--- src/rtl/cdb_arbiter.sv ---
// Round-robin owner of the common data bus: grants one requesting producer per
// cycle and broadcasts its tag and data on registered CDB outputs.
module cdb_arbiter #(
    parameter int NUM_PRODUCERS = 4,
    parameter int DATA_WIDTH    = 4,
    parameter int CDB_TAG_WIDTH = 4,
    parameter int TAG_BASE      = 0
) (
    input  logic                                clk,
    input  logic                                rst_n,
    input  logic [NUM_PRODUCERS-1:0]            req,
    input  logic [NUM_PRODUCERS*DATA_WIDTH-1:0] req_data,
    output logic [NUM_PRODUCERS-1:0]            accepted,
    output logic                                cdb_valid,
    output logic [CDB_TAG_WIDTH-1:0]            cdb_tag,
    output logic [DATA_WIDTH-1:0]               cdb_data
);

    localparam int PTR_W = (NUM_PRODUCERS > 1) ? $clog2(NUM_PRODUCERS) : 1;

    // Handshake: producer i holds req[i] and its data stable until it sees
    // accepted[i] high at a posedge; the transfer completes on that edge and the
    // result appears on the CDB for exactly the following cycle. Dropping req
    // without a grant is legal and leaves no state behind.

    logic [PTR_W-1:0]         ptr;
    logic [NUM_PRODUCERS-1:0] grant;
    logic                     found;
    logic [PTR_W-1:0]         win_idx;
    logic [DATA_WIDTH-1:0]    win_data;
    int                       idx;

    // Ascending search starting at ptr, wrapping from NUM_PRODUCERS-1 to 0.
    always_comb begin
        grant   = '0;
        found   = 1'b0;
        win_idx = '0;
        idx     = 0;
        for (int k = 0; k < NUM_PRODUCERS; k++) begin
            idx = (int'(ptr) + k) % NUM_PRODUCERS;
            if (!found && req[PTR_W'(idx)]) begin
                found   = 1'b1;
                win_idx = PTR_W'(idx);
            end
        end
        if (found) begin
            grant[win_idx] = 1'b1;
        end
    end

    // Only the winner's data is selected, so losers' data never reaches the bus.
    always_comb begin
        win_data = '0;
        for (int i = 0; i < NUM_PRODUCERS; i++) begin
            if (grant[i]) begin
                win_data = req_data[i*DATA_WIDTH +: DATA_WIDTH];
            end
        end
    end

    assign accepted = rst_n ? grant : '0;

    always_ff @(posedge clk or negedge rst_n) begin
        if (!rst_n) begin
            ptr       <= '0;
            cdb_valid <= 1'b0;
            cdb_tag   <= '0;
            cdb_data  <= '0;
        end else if (found) begin
            cdb_valid <= 1'b1;
            cdb_tag   <= CDB_TAG_WIDTH'(TAG_BASE) + CDB_TAG_WIDTH'(win_idx);
            cdb_data  <= win_data;
            ptr       <= (win_idx == PTR_W'(NUM_PRODUCERS - 1)) ? '0 : win_idx + 1'b1;
        end else begin
            cdb_valid <= 1'b0;
        end
    end

endmodule
--- config.mk ---
export PLATFORM = sky130hd
export DESIGN_NAME = cdb_arbiter
export DESIGN_NICKNAME = d
export VERILOG_FILES = /design/src/rtl/cdb_arbiter.sv
export SDC_FILE = /design/constraint.sdc
export NUM_CORES = 1
export LEC_CHECK = 0
export ABC_CLOCK_PERIOD_IN_PS = 1730
export BUFFER_PORTS_ARGS = -buffer_cell sky130_fd_sc_hd__buf_4
export CORE_MARGIN = 1
export CORE_UTILIZATION = 39
export CTS_CLUSTER_DIAMETER = 40
export DETAILED_ROUTE_END_ITERATION = 8
export HOLD_SLACK_MARGIN = 0.15
export PLACE_DENSITY = 0.79
export SKIP_LAST_GASP = 1
export SLEW_MARGIN = 20
export SYNTH_ARGS = -nofsm -noshare
export SYNTH_HDL_FRONTEND = slang
export SYNTH_SLANG_ARGS = --single-unit
--- constraint.sdc ---
create_clock -name clk -period 1.73 [get_ports clk]
set_input_delay 0.0865 -clock clk [delete_from_list [all_inputs] [get_ports clk]]
set_output_delay 0.0865 -clock clk [all_outputs]
set_load 0.02 [all_outputs]
# After elaboration in Yosys (flattened, before gate mapping)
# Cells that the tools add are included.
# classes
n_addsub,4
magnitude_cmp,6
eq_ne,1
n_mux,30
reduce_logical,7
# op_table
operator,count
$mux 4,6
$lt 2x4->1 const B,4
$mux 1,14
$mux 2,5
$bmux 1 s2,4
$add 2x1->2 const B,2
$add 2x2->2 const B,2
$logic_and 1x1->1,4
$logic_not 1->1,3
$lt 2x3->1 const B,1
$demux 1 s2,1
$eq 2x2->1 const B,1
$ge 2x1->1 const B,1
# totals
regBits,9
input_bits,22
out_inout_bits,13
word_cells,52

# Depth between registers and ports, before layout
# Gate-level depths: netlist (run 1).
# logic_depth
word_depth,22
ltp_mapped,8
depth_no_buf,7

# Worst setup path after synthesis (run 1)
# OpenSTA, ideal clock, no wires.
# synth_path
path_type,flip-flop to flip-flop
from,reg ptr[1]
to,reg cdb_data[0]
setup_ps,77
t_arrival_ps,1775
required_time_ps,1653
slack_ps,-123
path_stages_with_launch,8
path_buffers,0
synth_period_minus_slack_ps,1853
path_cell_list,dfrtp_1 a21oi_1 nor3b_1 or3_1 ha_1 nand3b_1 a221o_1 a21oi_1
# synth_via
elab_chain_cells,22
word_cells_on_any_way,39
classes_between,3 x add/sub; 2 x order compare; 27 x mux; 7 x reduce/logical
# synth_rtl
element,line_no,text
"start, declared",26,logic [PTR_W-1:0] ptr;
"start signal, assigned",73,ptr <= (win_idx == PTR_W'(NUM_PRODUCERS - 1)) ? '0 : win_idx + 1'b1;
branches (longest 22 deep; another with $add 2x1->2),n/a,
"end signal, assigned",72,cdb_data <= win_data;
"end, declared",16,output logic [DATA_WIDTH-1:0] cdb_data
# Parallel ways; which one is timed is not known. The select of a mux whose other input is x is not followed.
# A chain may end at the register's enable or synchronous reset.

# Worst setup path after layout (run 1)
# layout_path
from,reg ptr[1]
to,reg cdb_data[3]
# Same word-level chain as after synthesis.

==> qor.yml, run 1 <==
crit_end: "cdb_data[3]$_DFFE_PN0N_"
cts_buffers: 3
syn-cell-area_um2: 658
power_mw: 1.87
grt_pass1_vias: 798
finalSetupViolCount: 9
htreeDepth: 1
netlist_instances: 77
clockBufferDepth: 2
firstDrtPassIters: 7
clock-sinks: 9
wl_um: 2300
ys_ff_latch: 9
rsz0062_at_grt: "yes"
multi_input_area_um2: 524
cts.clk_slew.worst_paths_ns: 0.07
skew_ns: 0.000750
yosys_warnings: 0
antenna_found_initial: 0
dieArea_mm2: 0.00186
grt_max_degree: 14
clock_latency_ns: 0.27
fin_nets: 156
critPathLaunch: "ptr[1]$_DFFE_PN0N_"
track_usage_pct: 26.6
cts_tree: "done"
arrival_ns: 2.10
grt_pass1_wl_um: 3590
seq_power_share_pct: 19.8
hold_viol: 0
ios: 35
gp_congestion: 0.795
syn_avg_cell_area_um2: 8.55
maxSlewViolCount: 0
r2r_start: "ptr[1]$_DFFE_PN0N_"
slowest_delay_ns: 0.41
p_per_area_mw_per_mm2: 1490
cpMostUsedCell: "a21oi_2"
nFillCells: 93
die_h_um: 43.1
maxCapViolCount: 0
slowest_stage: "dfrtp_1"
worstSetupEndpointType: "flip-flop"
switchingPower_mw: 0.761
critPathRequiredTime_ns: 1.93
switching_share_pct: 40.7
hold_class: "in -> async"
pre_cts_slack_ns: -0.133
seq_area_um2: 225
worst_hold_slack_ns: 0.195
grt-ovfl-total: 0
r2r_end: "cdb_data[3]$_DFFE_PN0N_"
finalWorstSetupSlack_ns: -0.170
p_int_mw: 1.11
avgViaCountPerCell: 5.68
ant_nets: 0
cts_root_buf: "clkbuf_4"
rows: 14
remaining_drc_errors: 0
critPathKind: "reg -> reg"
vias: 823
antennaDiodeCount: 0
min_period_ns: 1.90
initial_core_util_pct: 42.7
core_mm2: 0.00154
path_cells: "a21oi_2 -> nor3b_4 -> or3_4 -> ha_4 -> nand3b_1 -> a221o_1 -> a21oi_2"
wire_per_inst_um: 15.9
layout_common_cells: "buf_4 (40), a21oi_1 (11), dfrtp_1 (9)"
min_period_over_period_pct: 110
die_w_um: 43.1
reg2reg_setup_slack_ns: -0.17
port_buffers: 32
violations: "negative setup slack"
ff2ff_path_depth: 7
dr.first_iter.drc_count: 14
fmax_mhz: 526
synth-seq-area-share_pct: 34.2
p_leak_nw: 0.594
pwr-share-comb_pct: 70.9
outcome: "finished, violations left"
final_common_cell: "buf_4"
path_max_fanout: 8
synth.distinct_cells: 24
peakVddDrop_v: 0.00101
start_kind: "flip-flop"
hpwl_um: 1350
layout-drive-gt1-share_pct: 56.6
p_clk_share_pct: 9.3
syn_to_final_growth_pct: 91.4
==> critical path, delay by kind of cell (launching register included) <==
| kind | cells | cell delay, ns |
|---|---|---|
| adder cells (fa/ha/maj) | 1 | 0.20 |
| AO/OA/AOI/OAI | 3 | 0.63 |
| flip-flops | 1 | 0.41 |
| AND/OR/NAND/NOR | 3 | 0.59 |
==> flip-flops by register name, indices dropped and copies added (netlist names) <==
signal and cells:
cdb_data 4, cdb_tag 2, cdb_valid 1, ptr 2
==> worst min path at each step <==
stage | from | to | slack [ns]
floorplan | rst_n | cdb_data[0]$_DFFE_PN0N_ | -0.21
global route | req[0] | cdb_tag[1]$_DFFE_PN0N_ | 0.21
CTS | req_data[8] | cdb_data[0]$_DFFE_PN0N_ | 0.19
detailed placement | rst_n | cdb_data[3]$_DFFE_PN0N_ | -0.07
global placement | rst_n | cdb_valid$_DFF_PN0_ | -0.07
finish | rst_n | cdb_valid$_DFF_PN0_ | 0.20
==> metal layers <==
layer  GRT usage, %  vias up  share of wire (%)
li1               -      382                  -
met1           28.9      399                 36
met2           49.9       35                 56
met3           4.68        7                5.4
met4           9.70        0                2.0
met5              0        -                  0
==> per-stage QoR <==
| stage | util, % | instance area (µm²) | instances | TNS, ns |
|---|---|---|---|---|
| finish | 81.7 | 1260 | 145 | -1.08 |
| global placement | 61.9 | 955 | 126 | -0.394 |
| global route | 81.7 | 1260 | 145 | -1.54 |
| detailed placement | 61.9 | 955 | 126 | -0.503 |
| CTS | 76.9 | 1190 | 142 | -0.722 |
| floorplan | - | 692 | 78 | -0.0187 |
==> Yosys cell counts <==
| master | number | area (µm²) |
|---|---|---|
| a21oi_1 | 15 | 75.1 |
| a221o_1 | 4 | 40.0 |
| a32o_1 | 1 | 10.0 |
| and2_1 | 1 | 6.26 |
| and3_1 | 4 | 25.0 |
| buf_1 | 2 | 7.51 |
| buf_4 | 2 | 15.0 |
| buf_6 | 1 | 11.3 |
| conb_1 | 1 | 3.75 |
| dfrtp_1 | 9 | 225 |
| ha_1 | 4 | 50.1 |
| inv_1 | 6 | 22.5 |
| inv_2 | 1 | 3.75 |
| nand2_1 | 3 | 11.3 |
| nand2b_1 | 4 | 25.0 |
| nand3_1 | 1 | 5.00 |
| nand3b_1 | 4 | 30.0 |
| nor2_1 | 7 | 26.3 |
| nor3_1 | 1 | 5.00 |
| nor3b_1 | 1 | 7.51 |
| nor4_4 | 1 | 21.3 |
| o2111ai_1 | 2 | 17.5 |
| o31ai_1 | 1 | 7.51 |
| or3_1 | 1 | 6.26 |
==> logic make-up (layout without fill, tap and decap cells) <==
| family | count (synthesis) | after routing | share of synthesized area (%) |
|---|---|---|---|
| flops | 9 | 9 | 34.2 |
| other cells | 1 | 2 | 0.570 |
| buf+inv | 12 | 63 | 9.12 |
| fa+ha+maj | 4 | 4 | 7.60 |
| compound gates | 23 | 23 | 22.8 |
| simple gates | 28 | 28 | 25.7 |
==> power by group through the flow <==
| stage | combinational (mW) | clock (mW) | sequential (mW) |
|---|---|---|---|
| floorplan | 0.492 | 0 | 0.450 |
| finish | 1.33 | 0.175 | 0.370 |
| CTS | 1.16 | 0.175 | 0.363 |
| detailed placement | 0.908 | 0 | 0.366 |
| global placement | 0.890 | 0 | 0.361 |
| global route | 1.42 | 0.180 | 0.375 |
==> layout make-up <==
type | count | share of cell area (%)
Inverter | 7 | 2.09
Clock buffer | 4 | 2.09
Multi-Input combinational cell | 57 | 41.6
Timing Repair Buffer | 52 | 34.8
Sequential cell | 9 | 17.9
Tap cell | 16 | 1.59
==> repair_timing <==
item	4_1_cts	5_1_grt
setup buffers	7	3
cloned	0	0
resized for setup	20	10
endpoints found under the setup margin	9	9
hold endpoints to repair	13	0
hold buffers	5	0
pin swaps	6	5
Power figures use the tool's default switching activity.
==> run 2, diff against run 1 <==
--- a/config.mk
+++ b/config.mk
@@ -7,12 +7,14 @@
 export LEC_CHECK = 0
 export ABC_CLOCK_PERIOD_IN_PS = 1730
 export BUFFER_PORTS_ARGS = -buffer_cell sky130_fd_sc_hd__buf_4
+export CELL_PAD_IN_SITES_DETAIL_PLACEMENT = 0
+export CELL_PAD_IN_SITES_GLOBAL_PLACEMENT = 1
 export CORE_MARGIN = 1
-export CORE_UTILIZATION = 39
+export CORE_UTILIZATION = 27
 export CTS_CLUSTER_DIAMETER = 40
 export DETAILED_ROUTE_END_ITERATION = 8
 export HOLD_SLACK_MARGIN = 0.15
-export PLACE_DENSITY = 0.79
+export PLACE_DENSITY = 0.78
 export SKIP_LAST_GASP = 1
 export SLEW_MARGIN = 20
 export SYNTH_ARGS = -nofsm -noshare
==> run 2 against run 1 <==
- the run still ends with negative setup slack left
- first-iteration DRC count increased by 21%
- die area grew 42%
- clock skew hardly changed
- total power down 7.9%
- global-route usage is 8.0 points lower
- via count fell by 5.6%
- maximum frequency fell by 0.65%
- critical endpoint is now cdb_data[0]$_DFFE_PN0N_
- highest routed layer unchanged
==> qor.yml, run 2 (synthesized netlist as in run 1, its figures left out) <==
outcome: "finished, violations left"
violations: "negative setup slack"
clock-sinks: 9
hold_viol: 0
fin_nets: 153
antennaDiodeCount: 0
track_usage_pct: 18.5
htreeDepth: 1
p_leak_nw: 0.554
pre_cts_slack_ns: -0.166
grt-ovfl-total: 0
firstDrtPassIters: 4
layout_common_cells: "buf_4 (41), a21oi_1 (11), dfrtp_1 (9)"
min_period_over_period_pct: 111
p_clk_share_pct: 10.0
path_max_fanout: 7
ant_nets: 0
cts_root_buf: "clkbuf_4"
dr.first_iter.drc_count: 17
wl_um: 2120
top_regs: "cdb_data x4, cdb_tag x2, ptr x2"
fin_cells: 154
rows: 17
core_mm2: 0.00225
switchingPower_mw: 0.705
remaining_drc_errors: 0
finalSetupViolCount: 8
finalWorstSetupSlack_ns: -0.182
p_per_area_mw_per_mm2: 1450
die_h_um: 51.4
peakVddDrop_v: 0.000696
fmax_mhz: 523
pwr-share-comb_pct: 68.4
initial_core_util_pct: 29.2
min_period_ns: 1.91
antenna_found_initial: 0
top_register: "cdb_data"
layout-drive-gt1-share_pct: 52.4
maxCapViolCount: 0
grt_pass1_vias: 820
cts.clk_slew.worst_paths_ns: 0.07
hpwl_um: 1360
syn_to_final_growth_pct: 80.4
arrival_ns: 2.11
skew_ns: 0.000545
start_kind: "flip-flop"
p_int_mw: 1.02
avgViaCountPerCell: 5.05
dp.cells: 139
hold_class: "in -> async"
switching_share_pct: 40.9
gp_congestion: 0.798
seq_power_share_pct: 21.6
power_mw: 1.72
grt_pass1_wl_um: 3540
maxSlewViolCount: 0
dieArea_mm2: 0.00264
port_buffers: 32
largest_reg_flops: 4
worst_hold_slack_ns: 0.191
wire_per_inst_um: 13.8
finalSetupTns_ns: -1.12
die_w_um: 51.4
clockBufferDepth: 2
ios: 35
cts_buffers: 3
grt_max_degree: 14
vias: 777
clock_latency_ns: 0.26
critPathRequiredTime_ns: 1.93
final_common_cell: "buf_4"
worstSetupEndpointType: "flip-flop"
cts_tree: "done"
critPathKind: "reg -> reg"
rsz0062_at_grt: "yes"
[run 2: path summary, 6_finish.rpt]
kind,from,endpoint,slack [ns],depth (start not counted)
setup / recovery,ptr[0]$_DFFE_PN0N_,cdb_data[0]$_DFFE_PN0N_,-0.18,7
hold / removal,rst_n,cdb_valid$_DFF_PN0_,0.19,2
setup reg to reg,ptr[0]$_DFFE_PN0N_,cdb_data[0]$_DFFE_PN0N_,-0.18,7
hold reg to reg,cdb_tag[0]$_DFFE_PN0N_,cdb_tag[0]$_DFFE_PN0N_,0.49,2
max in group asynchronous,rst_n,cdb_data[3]$_DFFE_PN0N_,1.39,2
min in group clk,req_data[11],cdb_data[3]$_DFFE_PN0N_,0.20,4
[run 2: metal layers]
metal | up-vias | global-route usage (%) | routed length [µm]
li1 | 372 | - | -
met1 | 380 | 19.2 | 844
met2 | 23 | 34.8 | 1160
met3 | 2 | 4.46 | 110
met4 | 0 | 7.66 | 8
met5 | - | 0 | 0
[run 2: worst max-delay path, stage by stage, from the launching register on]
cell and delay (ns):
dfrtp_1 0.40, nand2b_4 0.17, a21oi_4 0.06, or3_4 0.42
ha_4 0.19, nand3b_1 0.17, a221o_1 0.32, a21oi_2 0.12
[run 2: power by group through the flow]
stage	logic, mW	clock network, mW	registers [mW]
after CTS	1.12	0.176	0.364
after global routing	1.28	0.185	0.377
after floorplan	0.492	0	0.450
final	1.18	0.173	0.372
after global placement	0.921	0	0.365
after detailed placement	0.930	0	0.365
[run 2: timing repair]
item,CTS,global route
resized for setup,14,6
pin swaps,4,3
endpoints found under the hold margin,13,0
cloned,0,0
setup endpoints to repair,9,9
hold buffers,5,0
buffers inserted,6,0
[run 2: metrics by stage]
step / utilization (%) / instance area (µm²)
3_3_place_gp: 43.3 / 977
5_1_grt: 52.7 / 1190
4_1_cts: 51.6 / 1160
6_report: 52.7 / 1190
2_1_floorplan: - / 692
3_5_place_dp: 43.3 / 977
[run 2: cell type report]
cell class	count	area, µm²
clock buffers	4	26.3
fillers	224	1070
inverters	7	26.3
multi-input cells	57	483
flip-flops and latches	9	225
well taps	28	35.0
repair buffers	49	392
